## config.mk

```make
export PLATFORM = sky130hd
export DESIGN_NAME = param_seq_fsm_flat
export DESIGN_NICKNAME = d
export VERILOG_FILES = /design/src/rtl/param_seq_fsm_pkg.sv /design/src/rtl/param_seq_fsm_if.sv /design/src/rtl/param_seq_fsm_dwell_cnt.sv /design/src/rtl/param_seq_fsm.sv /design/src/flat_wrapper.sv
export SDC_FILE = /design/constraint.sdc
export NUM_CORES = 1
export LEC_CHECK = 0
export BUFFER_PORTS_ARGS = -buffer_cell sky130_fd_sc_hd__clkbuf_2
export CAP_MARGIN = 15
export CORE_AREA = 2 2 39 41
export CTS_CLUSTER_DIAMETER = 80
export DETAILED_ROUTE_END_ITERATION = 16
export DIE_AREA = 0 0 41 43
export GPL_TIMING_DRIVEN = 0
export HOLD_SLACK_MARGIN = 0.02
export PLACE_DENSITY = 0.89
export SLEW_MARGIN = 0
export SYNTH_ARGS = -nofsm -noshare
export SYNTH_HDL_FRONTEND = slang
export SYNTH_SLANG_ARGS = --single-unit
```

## constraint.sdc

```tcl
create_clock -name clk -period 3.1 [get_ports clk]
set_input_delay 0.465 -clock clk [delete_from_list [all_inputs] [get_ports clk]]
set_output_delay 0.465 -clock clk [all_outputs]
set_load 0.02 [all_outputs]
```

## src/rtl/param_seq_fsm_pkg.sv

```systemverilog
// Shared state encoding and command codes for the step sequencer.
// State codes 5..7 are unused and treated as corruption by the sequencer.
package param_seq_pkg;

  localparam int STATE_W = 3;

  typedef enum logic [STATE_W-1:0] {
    IDLE  = 3'd0,
    RUN   = 3'd1,
    PAUSE = 3'd2,
    DONE  = 3'd3,
    FAULT = 3'd4
  } state_e;

  localparam logic [1:0] CMD_NOP   = 2'b00;
  localparam logic [1:0] CMD_START = 2'b01;
  localparam logic [1:0] CMD_PAUSE = 2'b10;
  localparam logic [1:0] CMD_ABORT = 2'b11;

endpackage

```

## src/rtl/param_seq_fsm_if.sv

```systemverilog
// Host command handshake plus step/status outputs of the sequencer.
// Commands transfer on cmd_valid && cmd_ready; status signals are level outputs.
interface param_seq_fsm_if #(
  parameter int STEP_W = 2
);

  logic              cmd_valid;
  logic [1:0]        cmd;
  logic              cmd_ready;
  logic              err_clr;
  logic [STEP_W-1:0] out;
  logic              step_stb;
  logic              busy;
  logic              done;
  logic              err;

  modport master (
    output cmd_valid, cmd, err_clr,
    input  cmd_ready, out, step_stb, busy, done, err
  );

  modport slave (
    input  cmd_valid, cmd, err_clr,
    output cmd_ready, out, step_stb, busy, done, err
  );

endinterface

```

## src/rtl/param_seq_fsm_dwell_cnt.sv

```systemverilog
// Dwell counter: counts 0..DWELL-1 while enabled, expire is combinational (0 cycles).
// No backpressure; clear has priority over enable, holding enable low freezes the count.
module seq_dwell_cnt #(
  parameter int DWELL   = 3,
  parameter int DWELL_W = 4
) (
  input  logic clk,
  input  logic rst,
  input  logic i_clear,
  input  logic i_enable,
  output logic o_expire
);

  logic [DWELL_W-1:0] r_count;
  logic               w_at_last;

  assign w_at_last = (r_count == DWELL_W'(DWELL - 1));
  assign o_expire  = i_enable && w_at_last;

  always_ff @(posedge clk or posedge rst) begin
    if (rst) begin
      r_count <= '0;
    end else if (i_clear) begin
      r_count <= '0;
    end else if (i_enable) begin
      r_count <= w_at_last ? '0 : r_count + DWELL_W'(1);
    end
  end

endmodule

```

## src/rtl/param_seq_fsm.sv

```systemverilog
// Command-driven step sequencer: out advances every DWELL running cycles, 1-cycle command latency.
// cmd_ready drops only in FAULT; corrupt state or step codes force FAULT until err_clr.
module param_seq_fsm
  import param_seq_pkg::*;
#(
  parameter int NUM_STEPS = 4,
  parameter int DWELL     = 3,
  parameter int DWELL_W   = 4,
  parameter int WRAP      = 0
) (
  input  logic               clk,
  input  logic               rst,
  param_seq_fsm_if.slave     bus
);

  localparam int STEP_W = $clog2(NUM_STEPS);
  localparam logic [STEP_W-1:0] LAST_STEP = STEP_W'(NUM_STEPS - 1);

  state_e            r_state, w_nxt_state;
  logic [STEP_W-1:0] r_out, w_nxt_out;
  logic              r_stb, w_nxt_stb;
  logic              r_err, w_nxt_err;

  logic w_acc, w_start, w_pause, w_abort;
  logic w_illegal, w_cnt_en, w_cnt_clr, w_expire;

  assign bus.cmd_ready = (r_state == IDLE) || (r_state == RUN) ||
                         (r_state == PAUSE) || (r_state == DONE);
  assign w_acc   = bus.cmd_valid && bus.cmd_ready;
  assign w_start = w_acc && (bus.cmd == CMD_START);
  assign w_pause = w_acc && (bus.cmd == CMD_PAUSE);
  assign w_abort = w_acc && (bus.cmd == CMD_ABORT);

  // Widened compare keeps the out-of-range check meaningful for any NUM_STEPS.
  assign w_illegal = (r_state > FAULT) || (32'(r_out) >= 32'(NUM_STEPS));

  // An accepted PAUSE/ABORT beats a coincident dwell expiry, so the counter sees no tick.
  assign w_cnt_en = (r_state == RUN) && !w_illegal && !w_pause && !w_abort;

  seq_dwell_cnt #(
    .DWELL   (DWELL),
    .DWELL_W (DWELL_W)
  ) u_dwell (
    .clk      (clk),
    .rst      (rst),
    .i_clear  (w_cnt_clr),
    .i_enable (w_cnt_en),
    .o_expire (w_expire)
  );

  always_comb begin
    w_nxt_state = r_state;
    w_nxt_out   = r_out;
    w_nxt_stb   = 1'b0;
    w_nxt_err   = r_err;
    w_cnt_clr   = 1'b0;
    if (w_illegal) begin
      w_nxt_state = FAULT;
      w_nxt_out   = '0;
      w_nxt_err   = 1'b1;
      w_cnt_clr   = 1'b1;
    end else begin
      case (r_state)
        IDLE: begin
          if (w_start) begin
            w_nxt_state = RUN;
            w_nxt_out   = '0;
            w_cnt_clr   = 1'b1;
          end
        end
        RUN: begin
          if (w_abort) begin
            w_nxt_state = IDLE;
            w_nxt_out   = '0;
            w_cnt_clr   = 1'b1;
          end else if (w_pause) begin
            w_nxt_state = PAUSE;
          end else if (w_expire) begin
            if (r_out != LAST_STEP) begin
              w_nxt_out = r_out + STEP_W'(1);
              w_nxt_stb = 1'b1;
            end else if (WRAP != 0) begin
              w_nxt_out = '0;
              w_nxt_stb = 1'b1;
            end else begin
              w_nxt_state = DONE;
            end
          end
        end
        PAUSE: begin
          if (w_abort) begin
            w_nxt_state = IDLE;
            w_nxt_out   = '0;
            w_cnt_clr   = 1'b1;
          end else if (w_start) begin
            w_nxt_state = RUN;
          end
        end
        DONE: begin
          if (w_abort) begin
            w_nxt_state = IDLE;
            w_nxt_out   = '0;
            w_cnt_clr   = 1'b1;
          end else if (w_start) begin
            w_nxt_state = RUN;
            w_nxt_out   = '0;
            w_cnt_clr   = 1'b1;
          end
        end
        FAULT: begin
          w_nxt_out = '0;
          w_cnt_clr = 1'b1;
          if (bus.err_clr) begin
            w_nxt_state = IDLE;
            w_nxt_err   = 1'b0;
          end
        end
        default: begin
          w_nxt_state = FAULT;
          w_nxt_out   = '0;
          w_nxt_err   = 1'b1;
          w_cnt_clr   = 1'b1;
        end
      endcase
    end
  end

  always_ff @(posedge clk or posedge rst) begin
    if (rst) begin
      r_state <= IDLE;
      r_out   <= '0;
      r_stb   <= 1'b0;
      r_err   <= 1'b0;
    end else begin
      r_state <= w_nxt_state;
      r_out   <= w_nxt_out;
      r_stb   <= w_nxt_stb;
      r_err   <= w_nxt_err;
    end
  end

  assign bus.out      = r_out;
  assign bus.step_stb = r_stb;
  assign bus.busy     = (r_state == RUN) || (r_state == PAUSE);
  assign bus.done     = (r_state == DONE);
  assign bus.err      = r_err;

endmodule

```

## src/flat_wrapper.sv

```systemverilog
// flat-port wrapper written by rule: the top's interface ports become plain ports
module param_seq_fsm_flat import param_seq_pkg::*;
#(
  parameter int NUM_STEPS = 4,
  parameter int DWELL     = 3,
  parameter int DWELL_W   = 4,
  parameter int WRAP      = 0
)
  (clk, rst, bus_cmd_valid, bus_cmd, bus_err_clr, bus_cmd_ready, bus_out, bus_step_stb, bus_busy, bus_done, bus_err);
  param_seq_fsm_if #(.STEP_W(2)) bus_i ();
  input  logic clk;
  input  logic rst;
  input wire logic [$bits(bus_i.cmd_valid)-1:0] bus_cmd_valid;
  input wire logic [$bits(bus_i.cmd)-1:0] bus_cmd;
  input wire logic [$bits(bus_i.err_clr)-1:0] bus_err_clr;
  output wire logic [$bits(bus_i.cmd_ready)-1:0] bus_cmd_ready;
  output wire logic [$bits(bus_i.out)-1:0] bus_out;
  output wire logic [$bits(bus_i.step_stb)-1:0] bus_step_stb;
  output wire logic [$bits(bus_i.busy)-1:0] bus_busy;
  output wire logic [$bits(bus_i.done)-1:0] bus_done;
  output wire logic [$bits(bus_i.err)-1:0] bus_err;
  assign bus_i.cmd_valid = bus_cmd_valid;
  assign bus_i.cmd = bus_cmd;
  assign bus_i.err_clr = bus_err_clr;
  assign bus_cmd_ready = bus_i.cmd_ready;
  assign bus_out = bus_i.out;
  assign bus_step_stb = bus_i.step_stb;
  assign bus_busy = bus_i.busy;
  assign bus_done = bus_i.done;
  assign bus_err = bus_i.err;
  param_seq_fsm #(.NUM_STEPS(NUM_STEPS), .DWELL(DWELL), .DWELL_W(DWELL_W), .WRAP(WRAP)) u_core (.clk(clk), .rst(rst), .bus(bus_i));
endmodule
```

; ---- Word level (Yosys, flattened, before mapping)
; Index checks and enable logic that the tools add are counted.
[word_totals]
register_bits = 11
out_inout_bits = 7
input_bits = 6
word_cells = 83
[op_classes]
muxes = 35
eq_ne = 17
n_lt_le_gt_ge = 1
reduce_logical = 23
add_sub_neg = 2
[op_table]
columns = op, count
row1 = $mux W3, 8
row2 = $mux W2, 8
row3 = $mux W1, 12
row4 = $mux W4, 3
row5 = $pmux W3 S4, 1
row6 = $ne A5 B2 Y1 const B, 2
row7 = $logic_and A1 B1 Y1, 8
row8 = $ne A4 B2 Y1 const B, 2
row9 = $pmux W2 S4, 1
row10 = $eq A3 B2 Y1 const B, 2
row11 = $add A4 B1 Y4 const B, 1
row12 = $eq A2 B2 Y1 const B, 2
row13 = $eq A4 B2 Y1 const B, 1
row14 = $logic_or A1 B1 Y1, 4
row15 = $ne A4 B4 Y1 const B, 1
row16 = $reduce_and A4 Y1, 1
row17 = $reduce_or A2 Y1, 2
row18 = $reduce_or A4 Y1, 1
row19 = $eq A3 B1 Y1 const B, 1
row20 = $eq A3 B3 Y1 const B, 1
row21 = $gt A3 B3 Y1 const B, 1
row22 = $logic_not A1 Y1, 3
row23 = $logic_not A3 Y1, 1
row24 = $ne A3 B1 Y1 const B, 1
row25 = other kinds (10), 10

; ---- Longest topological paths before layout
[logic_depth]
word_depth = 15
mapped_depth = 6
mapped_depth_nobuf = 6

; ---- Cells and area by module
; A second synthesis with hierarchy kept.
[unflattened]
cells_unflattened = 82
area_unflattened_um2 = 723.2
[modules_own_cells]
columns = mod, seq_area_each_um2, n_inst, area_per_inst_um2, cells_each
row1 = param_seq_fsm, 175.2, 1, 498.0, 57
row2 = seq_dwell_cnt, 100.1, 1, 225.2, 25

; ---- Worst setup path after synthesis
; OpenSTA, ideal clock, no wires.
[synth_path]
path_kind = reg-to-output
from = register u_core.r_state[1]
to = output port bus_done
path_buffers = 1
slack_ns = 1.595
path_stages_with_launch = 4
t_required_ns = 2.635
t_arrival_ns = 1.040
cell_sequence = dfrtp_1 -> buf_6 -> inv_1 -> nor3_1
[synth_between]
elab_chain_cells = 1
[synth_rtl]
columns = element, line_no
row1 = "start, declared", param_seq_fsm.sv:19  ; state_e r_state, w_nxt_state;
row2 = "start signal, assigned", param_seq_fsm.sv:135  ; r_state <= w_nxt_state;
row3 = $eq A3 B2 Y1, param_seq_fsm.sv:145  ; assign bus.done = (r_state == DONE);
row4 = "end, declared", flat_wrapper.sv:20  ; output wire logic [$bits(bus_i.done)-1:0] bus_done;
; Every way passes these cells.

; ---- Worst setup path after layout
[layout_path]
from = register u_core.r_state[0]
to = output port bus_busy
[layout_between]
elab_chain_cells = 2
elab_cells_between_ends = 3
cone_classes = eq/ne (2) / reduce/logical (1)
[layout_rtl]
columns = element, line_no
row1 = $eq A3 B1 Y1 or $eq A3 B2 Y1 (tied branches), param_seq_fsm.sv:144  ; assign bus.busy = (r_state == RUN) || (r_state == PAUSE);
row2 = $logic_or A1 B1 Y1 *, param_seq_fsm.sv:144
row3 = "end, declared", flat_wrapper.sv:19  ; output wire logic [$bits(bus_i.busy)-1:0] bus_busy;
; Every way passes the cells marked *; elsewhere a longest branch is shown, timed or not.

==> results.toml <==
[worst_setup_path]
ff2ff_setup_slack_ps = 1490
cp-start-kind = "flip-flop"
crit_path_max_fanout = 10
reg2reg_to = "u_core.bus.out[1]"
arrival_ps = 1290
crit_start = "u_core.r_state[0]"
reg2reg_depth = 6
reg2reg_from = "u_core.u_dwell.r_count[0]"
crit_type = "flip-flop to output pin"
setup.worst_path.end_class = "output pin"
crit_required_ps = 2630

[route]
drt-met1-wl_um = 663
totalWireLength_um = 1540
antenna_left = 0
drcViolationCount = 0
wl_met3_um = 67
wl_met2_um = 798
wl_per_cell_um = 13.6
dr.max_layer_used = "met4"
drt-initial-drc-count = 27
via_per_inst = 5.76
dr_total_vias = 651
drt_pass1_iterations = 4

[timing]
setup_ws_ps = 1340
setup_viol = 0
fin_crit_ps = 1760
tns_ps = 0
fmax_mhz = 568
slew_viol_final = 0
hold_violations = 0
slew_headroom_pct = 71.8
finClkSkew_ps = 5.99
rsz0062_at_grt = "false"
finalCritPeriodShare_pct = 56.8
tightest_slew_ps = 422

[finish]
diodes = 0
utilization_pct = 60.7
num-nets-final = 107
layout_commonest_cell = "clkbuf_2"
drive_above_1_share_pct = 27.8
instances_no_fill = 113
final_cell_mix = "12 x clkbuf_2, 11 x dfrtp_1, 8 x nand2_1, 8 x nor2_1, 7 x a21oi_1"
fill_cells = 135
syn_to_final_growth_pct = 14.5

[synthesis]
async_flop_share_pct = 100
yosys_register_bits = 11
syn-num-nets = 90
synth_area_um2 = 733
yosysSeqAreaShare_pct = 37.5
syn_inst = 81
avgSynthCellArea_um2 = 9.05
yosys_warnings = 0
synth-main-ff-cell = "dfrtp_1"
ys_types = 33
synth-edff-count = 0

[clock_tree]
cts_resized = 0
clk_latency_ps = 280
post_cts.repair.setup_buffers = 0
path_clk_slew_ps = 80
cts.sinks = 11
cts_root_buf = "clkbuf_4"
postCtsHoldBufs = 0
clock_path_buffers = 2
cts_tree = "built"
cts-htree-levels = 1
cts_buffers = 3

[place]
gp_congestion = 0.810
dp_hpwl_um = 1190
place_ws_ps = 1510
port_buffers = 12
dpl.cell_count = 109

[power]
leakagePower_nw = 0.417
peakVddDrop_uv = 371
finalPower_mw = 0.740
power_per_cell_area_mw_per_mm2 = 881

[grt]
overflow = 0
antenna_found_initial = 0
grt_pass1_wl_um = 2530
first_global_vias = 608
grt_max_degree = 12
track_usage_pct = 20.7

[die]
coreArea_mm2 = 0.00138
die_h_um = 43
pin_count = 13
dieArea_mm2 = 0.00176
num_rows = 14
die_w_um = 41
initial_core_util_pct = 53.0

[status]
status = "finished, final reports clean"

[flow_run]
cap_violations = 0

[min_path]
hold_class = "input pin to asynchronous set/reset pin"
==> area by class of cell <==
cell class / count / area (um2) / share of cell area (%)
inverter: 6 / 22.5 / 2.68
buffer: 3 / 30.0 / 3.58
multi-input combinational: 61 / 405 / 48.3
tap: 16 / 20.0 / 2.38
sequential: 11 / 275 / 32.8
timing repair buffer: 12 / 60.1 / 7.15
clock buffer: 4 / 26.3 / 3.13
==> sequential cells by signal, summed over array words and instances, names as in the netlist <==
signal and cells:
u_core.r_state 3, u_core.bus.out 2, u_core.u_dwell.r_count 4, u_core.bus.step_stb 1, u_core.bus.err 1
==> power breakdown <==
group	total, mW	switching (mW)	internal, mW
Sequential	0.231	0.0417	0.189
Combinational	0.406	0.233	0.173
Clock	0.102	0.0525	0.0500
Total	0.740	0.327	0.413
==> worst max-delay path: stages (launching register included) <==
cell and delay (ps):
dfrtp_1 390, clkbuf_8 170, xnor2_2 130, nor2_2 130, clkbuf_2 190
==> cell usage after synthesis, types with 2 or more instances <==
library cell	number	share of area, %
dfrtp_1	11	38
nand2_1	8	4.1
nor2_1	8	4.1
a21oi_1	7	4.8
inv_1	6	3.1
nand3_1	5	3.4
o21ai_0	4	2.7
ha_1	3	5.1
and3_1	2	1.7
mux2i_1	2	2.7
nor3b_2	2	3.4
o22ai_1	2	1.7
==> how the worst max path moves through the flow <==
stage | cells after the start | endpoint
floorplan | 3 | bus_done
global placement | 6 | u_core.bus.out[1]
detailed placement | 6 | u_core.bus.out[1]
CTS | 4 | bus_busy
global route | 4 | bus_busy
finish | 4 | bus_busy
==> cells by family after synthesis <==
| family | Yosys count | share of synthesized area, % |
|---|---|---|
| multiplexers | 2 | 2.73 |
| buffers and inverters | 9 | 7.17 |
| flip-flops | 11 | 37.5 |
| AND/OR/NAND/NOR | 31 | 22.5 |
| adder cells (fa/ha/maj) | 3 | 5.12 |
| XOR/XNOR | 3 | 4.61 |
| AO/OA/AOI/OAI | 22 | 20.3 |
==> layer usage <==
metal / global-route usage, % / vias to the layer above
met2: 34.7 / 22
met4: 6.00 / 0
li1: - / 320
met1: 26.8 / 307
met5: 0 / -
met3: 1.57 / 2
==> per-stage QoR <==
stage          area, um2  hold WS, ps
3_3_place_gp         813          447
4_1_cts              840          165
6_report             840          145
3_5_place_dp         813          454
5_1_grt              840          197
2_1_floorplan        733          317
Power figures use the tool's default switching activity.
